`src/rtl/matmul_pkg.sv`:
```
// rtl/matmul_pkg.sv - shared types and defaults for the matrix-multiply sequencer
package matmul_pkg;

  localparam int N_DEFAULT     = 3;
  localparam int DW_DEFAULT    = 8;
  localparam int ACC_W_DEFAULT = 18;
  localparam int IDX_W         = 2;

  localparam logic [1:0] MAT_A = 2'd0;
  localparam logic [1:0] MAT_B = 2'd1;
  localparam logic [1:0] MAT_C = 2'd2;

  typedef enum logic [2:0] {
    IDLE,
    CLR,
    RD_A,
    RD_B,
    MAC,
    WAIT,
    WRITE,
    DONE
  } state_t;

endpackage

```
`src/rtl/matmul_sequencer_index_gen.sv`:
```
// rtl/matmul_sequencer_index_gen.sv - nested i/j/k loop counters for the product walk
module mm_index_gen
  import matmul_pkg::*;
#(
  parameter int N = N_DEFAULT
) (
  input  logic             clk,
  input  logic             reset,
  input  logic             clr,
  input  logic             inc_k,
  input  logic             inc_ij,
  output logic [IDX_W-1:0] i,
  output logic [IDX_W-1:0] j,
  output logic [IDX_W-1:0] k,
  output logic             last_k,
  output logic             last_ij
);

  localparam logic [IDX_W-1:0] LAST = IDX_W'(N - 1);

  assign last_k  = (k == LAST);
  assign last_ij = (i == LAST) && (j == LAST);

  // k walks the inner product; j then i advance once per finished element
  always_ff @(posedge clk or posedge reset) begin
    if (reset) begin
      i <= '0;
      j <= '0;
      k <= '0;
    end else if (clr) begin
      i <= '0;
      j <= '0;
      k <= '0;
    end else begin
      if (inc_k) begin
        k <= last_k ? '0 : k + 1'b1;
      end
      if (inc_ij) begin
        if (j == LAST) begin
          j <= '0;
          i <= last_ij ? '0 : i + 1'b1;
        end else begin
          j <= j + 1'b1;
        end
      end
    end
  end

endmodule

```
`src/rtl/matmul_sequencer.sv`:
```
// rtl/matmul_sequencer.sv - C = A x B sequencer over a shared 1-port memory; SATURATE_EN clamps written C values
module matmul_sequencer
  import matmul_pkg::*;
#(
  parameter int N     = N_DEFAULT,
  parameter int DW    = DW_DEFAULT,
  parameter int ACC_W = ACC_W_DEFAULT
) (
  input  logic             clk,
  input  logic             reset,
  input  logic             start,
  output logic             busy,
  output logic             done,
  output logic [1:0]       matrix_select,
  output logic [IDX_W-1:0] row,
  output logic [IDX_W-1:0] col,
  input  logic [DW-1:0]    read_data,
  output logic             write_enable,
  output logic [DW-1:0]    write_data,
  output logic             mac_clr,
  output logic             mac_valid,
  output logic [DW-1:0]    mac_a,
  output logic [DW-1:0]    mac_b,
  input  logic [ACC_W-1:0] mac_acc
);

  state_t           state, state_nxt;
  logic [DW-1:0]    a_reg;
  logic [DW-1:0]    c_fmt;
  logic [IDX_W-1:0] i, j, k;
  logic             last_k, last_ij;
  logic             clr_idx, inc_k, inc_ij;

  mm_index_gen #(.N(N)) u_index_gen (
    .clk     (clk),
    .reset   (reset),
    .clr     (clr_idx),
    .inc_k   (inc_k),
    .inc_ij  (inc_ij),
    .i       (i),
    .j       (j),
    .k       (k),
    .last_k  (last_k),
    .last_ij (last_ij)
  );

`ifdef SATURATE_EN
  assign c_fmt = (|mac_acc[ACC_W-1:DW]) ? {DW{1'b1}} : mac_acc[DW-1:0];
`else
  logic unused_acc_hi;
  assign unused_acc_hi = ^mac_acc[ACC_W-1:DW];
  assign c_fmt = mac_acc[DW-1:0];
`endif

  assign busy = (state != IDLE);

  // state register
  always_ff @(posedge clk or posedge reset) begin
    if (reset) begin
      state <= IDLE;
    end else begin
      state <= state_nxt;
    end
  end

  // hold A[i][k] while B[k][j] is being read out of the same port
  always_ff @(posedge clk or posedge reset) begin
    if (reset) begin
      a_reg <= '0;
    end else if (state == RD_B) begin
      a_reg <= read_data;
    end
  end

  // next-state and Moore output decode
  always_comb begin
    state_nxt     = state;
    matrix_select = MAT_A;
    row           = '0;
    col           = '0;
    write_enable  = 1'b0;
    write_data    = '0;
    mac_clr       = 1'b0;
    mac_valid     = 1'b0;
    mac_a         = '0;
    mac_b         = '0;
    done          = 1'b0;
    clr_idx       = 1'b0;
    inc_k         = 1'b0;
    inc_ij        = 1'b0;
    case (state)
      IDLE: begin
        if (start) state_nxt = CLR;
      end
      CLR: begin
        mac_clr   = 1'b1;
        clr_idx   = 1'b1;
        state_nxt = RD_A;
      end
      RD_A: begin
        matrix_select = MAT_A;
        row           = i;
        col           = k;
        state_nxt     = RD_B;
      end
      RD_B: begin
        matrix_select = MAT_B;
        row           = k;
        col           = j;
        state_nxt     = MAC;
      end
      MAC: begin
        mac_valid = 1'b1;
        mac_a     = a_reg;
        mac_b     = read_data;
        inc_k     = 1'b1;
        state_nxt = last_k ? WAIT : RD_A;
      end
      WAIT: begin
        state_nxt = WRITE;
      end
      WRITE: begin
        matrix_select = MAT_C;
        row           = i;
        col           = j;
        write_enable  = 1'b1;
        write_data    = c_fmt;
        mac_clr       = 1'b1;
        inc_ij        = 1'b1;
        state_nxt     = last_ij ? DONE : RD_A;
      end
      DONE: begin
        done      = 1'b1;
        state_nxt = IDLE;
      end
      default: state_nxt = IDLE;
    endcase
  end

endmodule

```
`config.mk`:
```
export PLATFORM = sky130hd
export DESIGN_NAME = matmul_sequencer
export DESIGN_NICKNAME = d
export VERILOG_FILES = /design/src/rtl/matmul_pkg.sv /design/src/rtl/matmul_sequencer_index_gen.sv /design/src/rtl/matmul_sequencer.sv
export SDC_FILE = /design/constraint.sdc
export NUM_CORES = 1
export LEC_CHECK = 0
export ABC_AREA = 1
export BUFFER_PORTS_ARGS = -buffer_cell sky130_fd_sc_hd__buf_2
export CELL_PAD_IN_SITES_DETAIL_PLACEMENT = 1
export CELL_PAD_IN_SITES_GLOBAL_PLACEMENT = 1
export CORE_MARGIN = 2
export CORE_UTILIZATION = 29
export DETAILED_ROUTE_END_ITERATION = 7
export PLACE_DENSITY = 0.81
export SYNTH_ARGS = -nofsm -noshare
export SYNTH_HDL_FRONTEND = slang
export SYNTH_SLANG_ARGS = --single-unit
export TNS_END_PERCENT = 20
```
`constraint.sdc`:
```
create_clock -name clk -period 2.15 [get_ports clk]
set_clock_uncertainty 0.2 [all_clocks]
set_input_delay 0.215 -clock clk [delete_from_list [all_inputs] [get_ports clk]]
set_output_delay 0.215 -clock clk [all_outputs]
set_load 0.05 [all_outputs]
```
Yosys cells after proc, flatten, opt, wreduce, memory -nomap -nowiden
Cells that the tools add are included.

storage, ports and cells
  bits of input ports = 29
  bits in read-only memories = 0
  register bits after elaboration = 17
  latch bits = 0
  memories = 0
  output and inout bits = 35
  memory bits (writable) = 0

operators by class
  divide/modulo/power cells = 0
  magnitude comparators = 0
  shift operators = 0
  bitwise operators = 0
  equality and inequality tests = 11
  multiply operators = 0
  reduce and logical (&&, ||, !) cells = 10
  $add $sub $neg = 3
  mux-type cells = 25

operators with widths
  cell                                           count
  two-way mux 8 bit                              3
  one-hot mux 3 bit (8 select lines)             1
  two-way mux 2 bit                              10
  == test 3 bit, second input constant           4
  one-hot mux 2 bit (2 select lines)             3
  two-way mux 3 bit                              3
  adder 2 x 1 -> 2 bit, second input constant    3
  == test 2 bit, second input constant           3
  == test 3 x 2 -> 1 bit, second input constant  2
  nonzero test 2 bit                             3
  OR reduction 2 bit                             3
  two-way mux 1 bit                              5
  == test 3 x 1 -> 1 bit, second input constant  1
  zero test 3 bit                                1
  nonzero test 3 bit                             1
  inequality test 2 bit, second input constant   1
  AND reduction 2 bit                            1
  logical AND 1 bit                              1

Longest topological paths before layout
Gate-level depths: netlist of run 1.

  depth after elaboration = 6
  gate-level depth with buffers = 7

Hierarchy
Synthesis of run 1 repeated with hierarchy kept, for this count alone.

second synthesis, totals
  cells, all modules = 160
  area, all modules = 1048.5 um2

by module, submodules not included
  module            instances  cells each  sequential area each (um2)  area each (um2)
  matmul_sequencer  1          122         275.3                       743.2
  mm_index_gen      1          38          150.1                       305.3

Worst setup path before layout of run 1
OpenSTA, ideal clock, no wires.

  path kind = register -> output
  start = reg state[0]
  end = out col[0]
  arrival = 1880 ps
  setup slack = -145 ps
  buffers on the path = 0
  cell stages (with the launch flop) = 6
  required time = 1735 ps
  path through = dfrtp_1 inv_1 nand3_1 inv_1 nor2_1 o22ai_1

between the ends
  longest elaborated chain between the ends = 3

ends and longest elaborated chain
  item                                                     RTL line                source
  start, declared                                          matmul_sequencer.sv:27  state_t state, state_nxt;
  start signal, assigned                                   matmul_sequencer.sv:62  state <= state_nxt;
  == test 3 x 2 -> 1 bit or == test 3 bit (tied branches)  matmul_sequencer.sv:91  case (state)
  OR reduction 2 bit (no source line)                      --
  one-hot mux 2 bit (2 select lines) *                     matmul_sequencer.sv:91
  end, declared                                            matmul_sequencer.sv:16  output logic [IDX_W-1:0] col,

Mark *: on every way between the ends. The rest lies on a longest branch, timed or not.

Final worst setup path of run 1
  start = reg state[0]
  end = out mac_b[5]

between the ends
  longest elaborated chain between the ends = 2

ends and longest elaborated chain
  item               RTL line                source
  == test 3 bit      matmul_sequencer.sv:91
  two-way mux 8 bit  matmul_sequencer.sv:91
  end, declared      matmul_sequencer.sv:23  output logic [DW-1:0] mac_b,

No other way between the ends.

==> out/qor.yml, run 1 <==
timing:
  hold_viol_final: 0
  rsz0062_at_grt: "yes"
  relSlewSlack_pct: 57.1
  period_share_pct: 94.4
  fin_hold_ws_ns: 0.325
  period_needed_ns: 2.03
  max_freq_ghz: 0.493
  finalSetupViolCount: 0
  worst_slew_pin_slew_ns: 0.643
  slew_viol_final: 0
power_and_ir_drop:
  ir_drop_uv: 640
  p_sw_share_pct: 57.2
  pwr-share-clk_pct: 9.0
  cellPowerDensity_nw_per_um2: 1390
  p_total_w: 0.00206
  power.internal_w: 0.000880
  pwr-share-seq_pct: 27.8
  leakage_nw: 0.944
  p_switching_w: 0.00118
  p_comb_share_pct: 63.2
worst_setup_path:
  cp.buffers_inverters: 1
  crit_path_max_incr_delay_ns: 0.45
  critical_path_arrival_ns: 1.61
  setup.worst_path.end: "mac_b[5]"
  crit_path_max_fanout: 18
  path_depth: 4
  cp.required_ns: 1.74
  path_class: "flop to output pin"
  path_cells: "nor2_2, nand2_4, nor2_1, buf_2"
  reg2reg_depth: 6
  reg2reg_slack_ns: 0.66
  rr_endpoint: "u_index_gen.i[0]"
  crit_slowest_cell: "dfrtp_1"
  startpoint: "state[0]"
  worstSetupEndpointType: "output pin"
  cp_top_family: "simple AND/OR/NAND/NOR gates"
  worstSetupStartpointType: "flop"
  r2r_start: "state[0]"
global_routing:
  grt_max_degree: 19
  grt_pass1_vias: 1128
  grt_pass1_wl_mm: 5.02
  grt_use_total_pct: 15.9
  grt_antenna_before_repair: 0
  grt-ovfl-total: 0
clocking:
  clockRootBuffer: "clkbuf_4"
  post-cts-setup-buffers: 0
  cts_buffers: 3
  htreeDepth: 1
  cts_sinks: 17
  clkLatencyLatePin_ns: 0.31
  clkTransAtPathRegs_ns: 0.11
  tritoncts: "built"
  clockBufferDepth: 2
floorplan:
  dieArea_um2: 4000
  die_h_um: 63.2
  initial_core_util_pct: 30.2
  fp.dieW_um: 63.2
  core_um2: 3360
  ios: 64
  rows: 21
synthesis:
  syn_avg_cell_area_um2: 6.48
  ys_warn_count: 0
  synth_nets: 186
  synth_cells: 157
  syn_area_um2: 1020
  ys_seq_area_share_pct: 41.8
  synthDistinctLibCells: 14
  ys_ff_latch: 17
drt:
  dr.max_layer_used: "met4"
  ant_nets: 0
  via_per_inst: 4.33
  drt_wl_total_mm: 2.94
  drtPass1Iterations: 4
  met1Wirelength_mm: 1.22
  dr_wl_met2_mm: 1.50
  wl_met3_um: 169
  drt_iter0_markers: 8
  drc: 0
  dr_total_vias: 1165
  wl_per_cell_um: 10.9
finish:
  nFillCells: 491
  num_antenna_cells: 0
  drive_above_1_share_pct: 28.7
  nNetsFinal: 253
  largest_register_ffs: 8
  synthToLayoutAreaGrowth_pct: 45.9
placement:
  gp_congestion: 0.811
  dp_hpwl_mm: 2.13
  io_buffers: 53
flow_run:
  cap_violations: 0
worst_hold_path:
  hold_path.class: "primary input to async pin"
status:
  status: "finished clean"
==> kinds of logic (layout without fill, tap and decap cells) <==
| kind of cell | after synthesis | after routing | synth area share (%) |
|---|---|---|---|
| flip-flops | 17 | 17 | 41.8 |
| AND/OR/NAND/NOR | 77 | 77 | 31.1 |
| buffers and inverters | 46 | 112 | 18.2 |
| AO/OA/AOI/OAI | 17 | 17 | 8.86 |
==> cells in the mapped netlist <==
library cell | number | area (µm²)
a21oi_1 | 1 | 5.00
buf_2 | 1 | 5.00
buf_4 | 3 | 22.5
dfrtp_1 | 17 | 425
inv_1 | 42 | 158
nand2_1 | 31 | 116
nand2_2 | 1 | 6.26
nand3_1 | 9 | 45.0
nand4_1 | 1 | 6.26
nor2_1 | 33 | 124
nor2_4 | 1 | 11.3
nor3b_1 | 1 | 7.51
o21ai_0 | 12 | 60.1
o22ai_1 | 4 | 25.0
==> worst min-delay path, delay by kind of cell <==
kind | cells | cell delay (ns)
buffers and inverters | 3 | 1.12
==> metal layers <==
layer / vias to the layer above / global-route usage, %
met5: - / 0
met4: 0 / 8.15
met3: 4 / 2.32
met2: 37 / 29.5
met1: 529 / 17.4
li1: 595 / -
==> per-stage QoR <==
step	cell area [µm²]	setup TNS [ns]	worst slack, ns	instances	util, %
floorplan	1020	-0.290	-0.145	157	-
global placement	1340	0	0.347	255	39.7
detailed placement	1340	0	0.295	255	39.7
CTS	1470	0	0.0637	269	43.8
global route	1480	-0.0509	-0.0352	269	44.1
finish	1480	0	0.121	269	44.1
==> power by group through the flow <==
stage	logic [W]	clock network (W)	registers, W
2_1_floorplan	0.00103	0	0.000534
5_1_grt	0.00144	0.000203	0.000594
3_3_place_gp	0.00126	0	0.000564
4_1_cts	0.00130	0.000196	0.000570
6_report	0.00130	0.000185	0.000572
3_5_place_dp	0.00128	0	0.000572
==> cell usage in the layout, fill, tap and decap left out <==
master and count:
nor2_1 32, o22ai_1 4, nand2_4 1, nand4_1 1
nand2_1 31, buf_4 3, clkbuf_4 7, buf_2 49
dlygate4sd3_1 10, nand3_1 9, nor2_2 1, nor3b_1 1
a21oi_1 1, o21ai_0 12, dfrtp_1 16, nor2_4 1
clkinvlp_4 1, dfrtp_2 1, inv_1 42
==> layout make-up <==
| class | count | area (µm²) | share of cell area [%] |
|---|---|---|---|
| Clock buffer | 3 | 22.5 | 1.52 |
| Sequential cell | 17 | 427 | 28.8 |
| Tap cell | 46 | 57.6 | 3.88 |
| Clock inverter | 1 | 7.51 | 0.506 |
| Inverter | 42 | 158 | 10.6 |
| Multi-Input combinational cell | 94 | 414 | 27.9 |
| Timing Repair Buffer | 66 | 398 | 26.8 |
==> timing repair <==
item,4_1_cts,5_1_grt
hold endpoints to repair,26,0
pin swaps,0,0
hold buffers,10,0
setup endpoints to repair,10,7
resized for setup,2,5
==> how the worst min path moves through the flow <==
stage / endpoint / start
6_report: a_reg[5] / reset
3_3_place_gp: a_reg[5] / reset
4_1_cts: u_index_gen.i[1] / u_index_gen.i[1]
5_1_grt: a_reg[7] / a_reg[7]
2_1_floorplan: a_reg[0] / reset
3_5_place_dp: a_reg[5] / reset
(Power assumes the default switching activity.)
==> run 2, diff against run 1 <==
- CORE_MARGIN: 2 -> 5
- TNS_END_PERCENT: 20 -> 1
==> out/qor.yml, run 2 (synthesis gave the netlist of run 1 again) <==
power_and_ir_drop:
  cellPowerDensity_nw_per_um2: 1400  # +1.3%
  p_comb_share_pct: 63.7  # +0.5 points
  p_switching_w: 0.00119  # +1.1%
  p_sw_share_pct: 57.5  # +0.24 points
  leakage_nw: 0.946  # +0.25%
  pwr-share-seq_pct: 27.8  # about the same
  ir_drop_uv: 705  # +10%
  power.internal_w: 0.000881  # +0.14%
  pwr-share-clk_pct: 8.5  # -0.5 points
  p_total_w: 0.00207  # +0.70%
worst_setup_path:
  reg2reg_depth: 7  # +1
  startpoint: "state[1]"
  worstSetupEndpointType: "output pin"
  r2r_start: "state[2]"
  critical_path_arrival_ns: 1.62  # about the same
  path_cells: "nor2_2, nand2_4, nor2_1, buf_2"
  setup.worst_path.end: "mac_b[5]"
  path_depth: 4  # unchanged
  rr_endpoint: "u_index_gen.i[1]"
  worstSetupStartpointType: "flop"
  cp.buffers_inverters: 1  # unchanged
  crit_path_max_fanout: 18  # unchanged
  crit_path_max_incr_delay_ns: 0.46  # about the same
  cp_top_family: "simple AND/OR/NAND/NOR gates"
  cp.required_ns: 1.74  # about the same
  reg2reg_slack_ns: 0.65  # about the same
  crit_slowest_cell: "dfrtp_1"
  path_class: "flop to output pin"
clocking:
  tritoncts: "built"
  cts_sinks: 17  # unchanged
  clkLatencyLatePin_ns: 0.29  # -0.02 ns
  clockRootBuffer: "clkbuf_4"
  clkTransAtPathRegs_ns: 0.11  # about the same
  htreeDepth: 1  # unchanged
  cts_buffers: 3  # unchanged
  clockBufferDepth: 2  # unchanged
global_routing:
  grt_antenna_before_repair: 0  # unchanged
  grt_pass1_vias: 1230  # +9.0%
  grt-ovfl-total: 0  # unchanged
  grt_pass1_wl_mm: 5.73  # +14%
  grt_use_total_pct: 14.6  # -1.3 points
  grt_max_degree: 19  # unchanged
status:
  status: "finished clean"
finish:
  drive_above_1_share_pct: 28.3  # -0.45 points
  multi_input_area_um2: 414  # unchanged
  num_antenna_cells: 0  # unchanged
  regArea_um2: 427  # unchanged
  fin_cells: 269  # unchanged
  final_cell_mix: "51 x buf_2, 42 x inv_1, 32 x nor2_1"
  synthToLayoutAreaGrowth_pct: 45.0
  final_common_cell: "buf_2"
  nFillCells: 491  # unchanged
  fin_util_pct: 43.9  # -0.26 points
  largest_register_ffs: 8  # unchanged
  nNetsFinal: 253  # unchanged
timing:
  relSlewSlack_pct: 56.7  # -0.38 points
  period_needed_ns: 2.04  # +0.00615 ns
  fin_hold_ws_ns: 0.335  # +0.0107 ns
  max_freq_ghz: 0.491  # -0.30%
  slew_viol_final: 0  # unchanged
  worst_slew_pin_slew_ns: 0.648  # +0.00564 ns
  hold_viol_final: 0  # unchanged
  finalSetupViolCount: 0  # unchanged
  period_share_pct: 94.7  # +0.29 points
  fin_ws_ns: 0.115  # -0.00615 ns
  rsz0062_at_grt: "no"
floorplan:
  dieArea_um2: 4790  # +20%
  core_um2: 3360  # unchanged
  ios: 64  # unchanged
  rows: 21  # unchanged
  initial_core_util_pct: 30.2  # unchanged
  die_h_um: 69.2  # +9.5%
  fp.dieW_um: 69.2  # +9.5%
placement:
  dpl.cell_count: 255  # unchanged
  io_buffers: 53  # unchanged
  gp_congestion: 0.712  # -12%
  dp_slack_ns: 0.297  # +0.00157 ns
  dp_hpwl_mm: 2.40  # +13%
drt:
  drc: 0  # unchanged
  drt_iter0_markers: 29  # +21
  wl_per_cell_um: 12.2  # +11%
  dr_total_vias: 1189  # +2.1%
  ant_nets: 0  # unchanged
  drt_wl_total_mm: 3.27  # +11%
  drtPass1Iterations: 4  # unchanged
  via_per_inst: 4.42  # +2.1%
worst_hold_path:
  hold_path.class: "flop to flop"
flow_run:
  cap_violations: 0  # unchanged
-- run 2: worst min path at each step --
stage / start / endpoint / depth (start not counted)
2_1_floorplan: reset / a_reg[0] / 1
3_3_place_gp: reset / a_reg[5] / 2
3_5_place_dp: reset / a_reg[5] / 2
4_1_cts: u_index_gen.i[1] / u_index_gen.i[1] / 2
5_1_grt: u_index_gen.i[1] / u_index_gen.i[1] / 2
6_report: u_index_gen.i[1] / u_index_gen.i[1] / 2
-- run 2: what timing repair did --
action	4_1_cts	5_1_grt
gates resized for setup	1	4
setup endpoints to repair	10	19
hold endpoints to repair	26	0
buffers inserted	0	0
hold buffers	10	0
-- run 2: area by class of cell --
class                   instances  share of cell area, %
clock buffers                   4                   1.78
inverters                      42                   10.7
multi-input cells              94                   28.1
flip-flops and latches         17                   28.9
well taps                      46                   3.90
repair buffers                 66                   26.6
-- run 2: power groups by stage --
stage          clock network (W)  logic [W]  registers [W]
2_1_floorplan                  0    0.00103       0.000534
3_3_place_gp                   0    0.00126       0.000564
3_5_place_dp                   0    0.00130       0.000575
4_1_cts                 0.000187    0.00132       0.000570
5_1_grt                 0.000196    0.00146       0.000599
6_report                0.000177    0.00132       0.000576
-- run 2: routing by layer --
layer  vias up  wire, µm  GRT usage, %
met2        39      1720          26.1
li1        590         -             -
met3         4       153          2.03
met1       556      1350          17.7
met4         0        47          5.21
met5         -         0             0
-- run 2: worst min-delay path: cells and delay by family (launching register included) --
family	cells	cell delay, ns
flip-flops	1	0.39
AND/OR/NAND/NOR	2	0.13
-- run 2: metrics by stage --
stage | TNS, ns | cell area (µm²)
finish | 0 | 1480
floorplan | -0.290 | 1020
CTS | 0 | 1470
detailed placement | 0 | 1340
global route | 0 | 1480
global placement | 0 | 1340
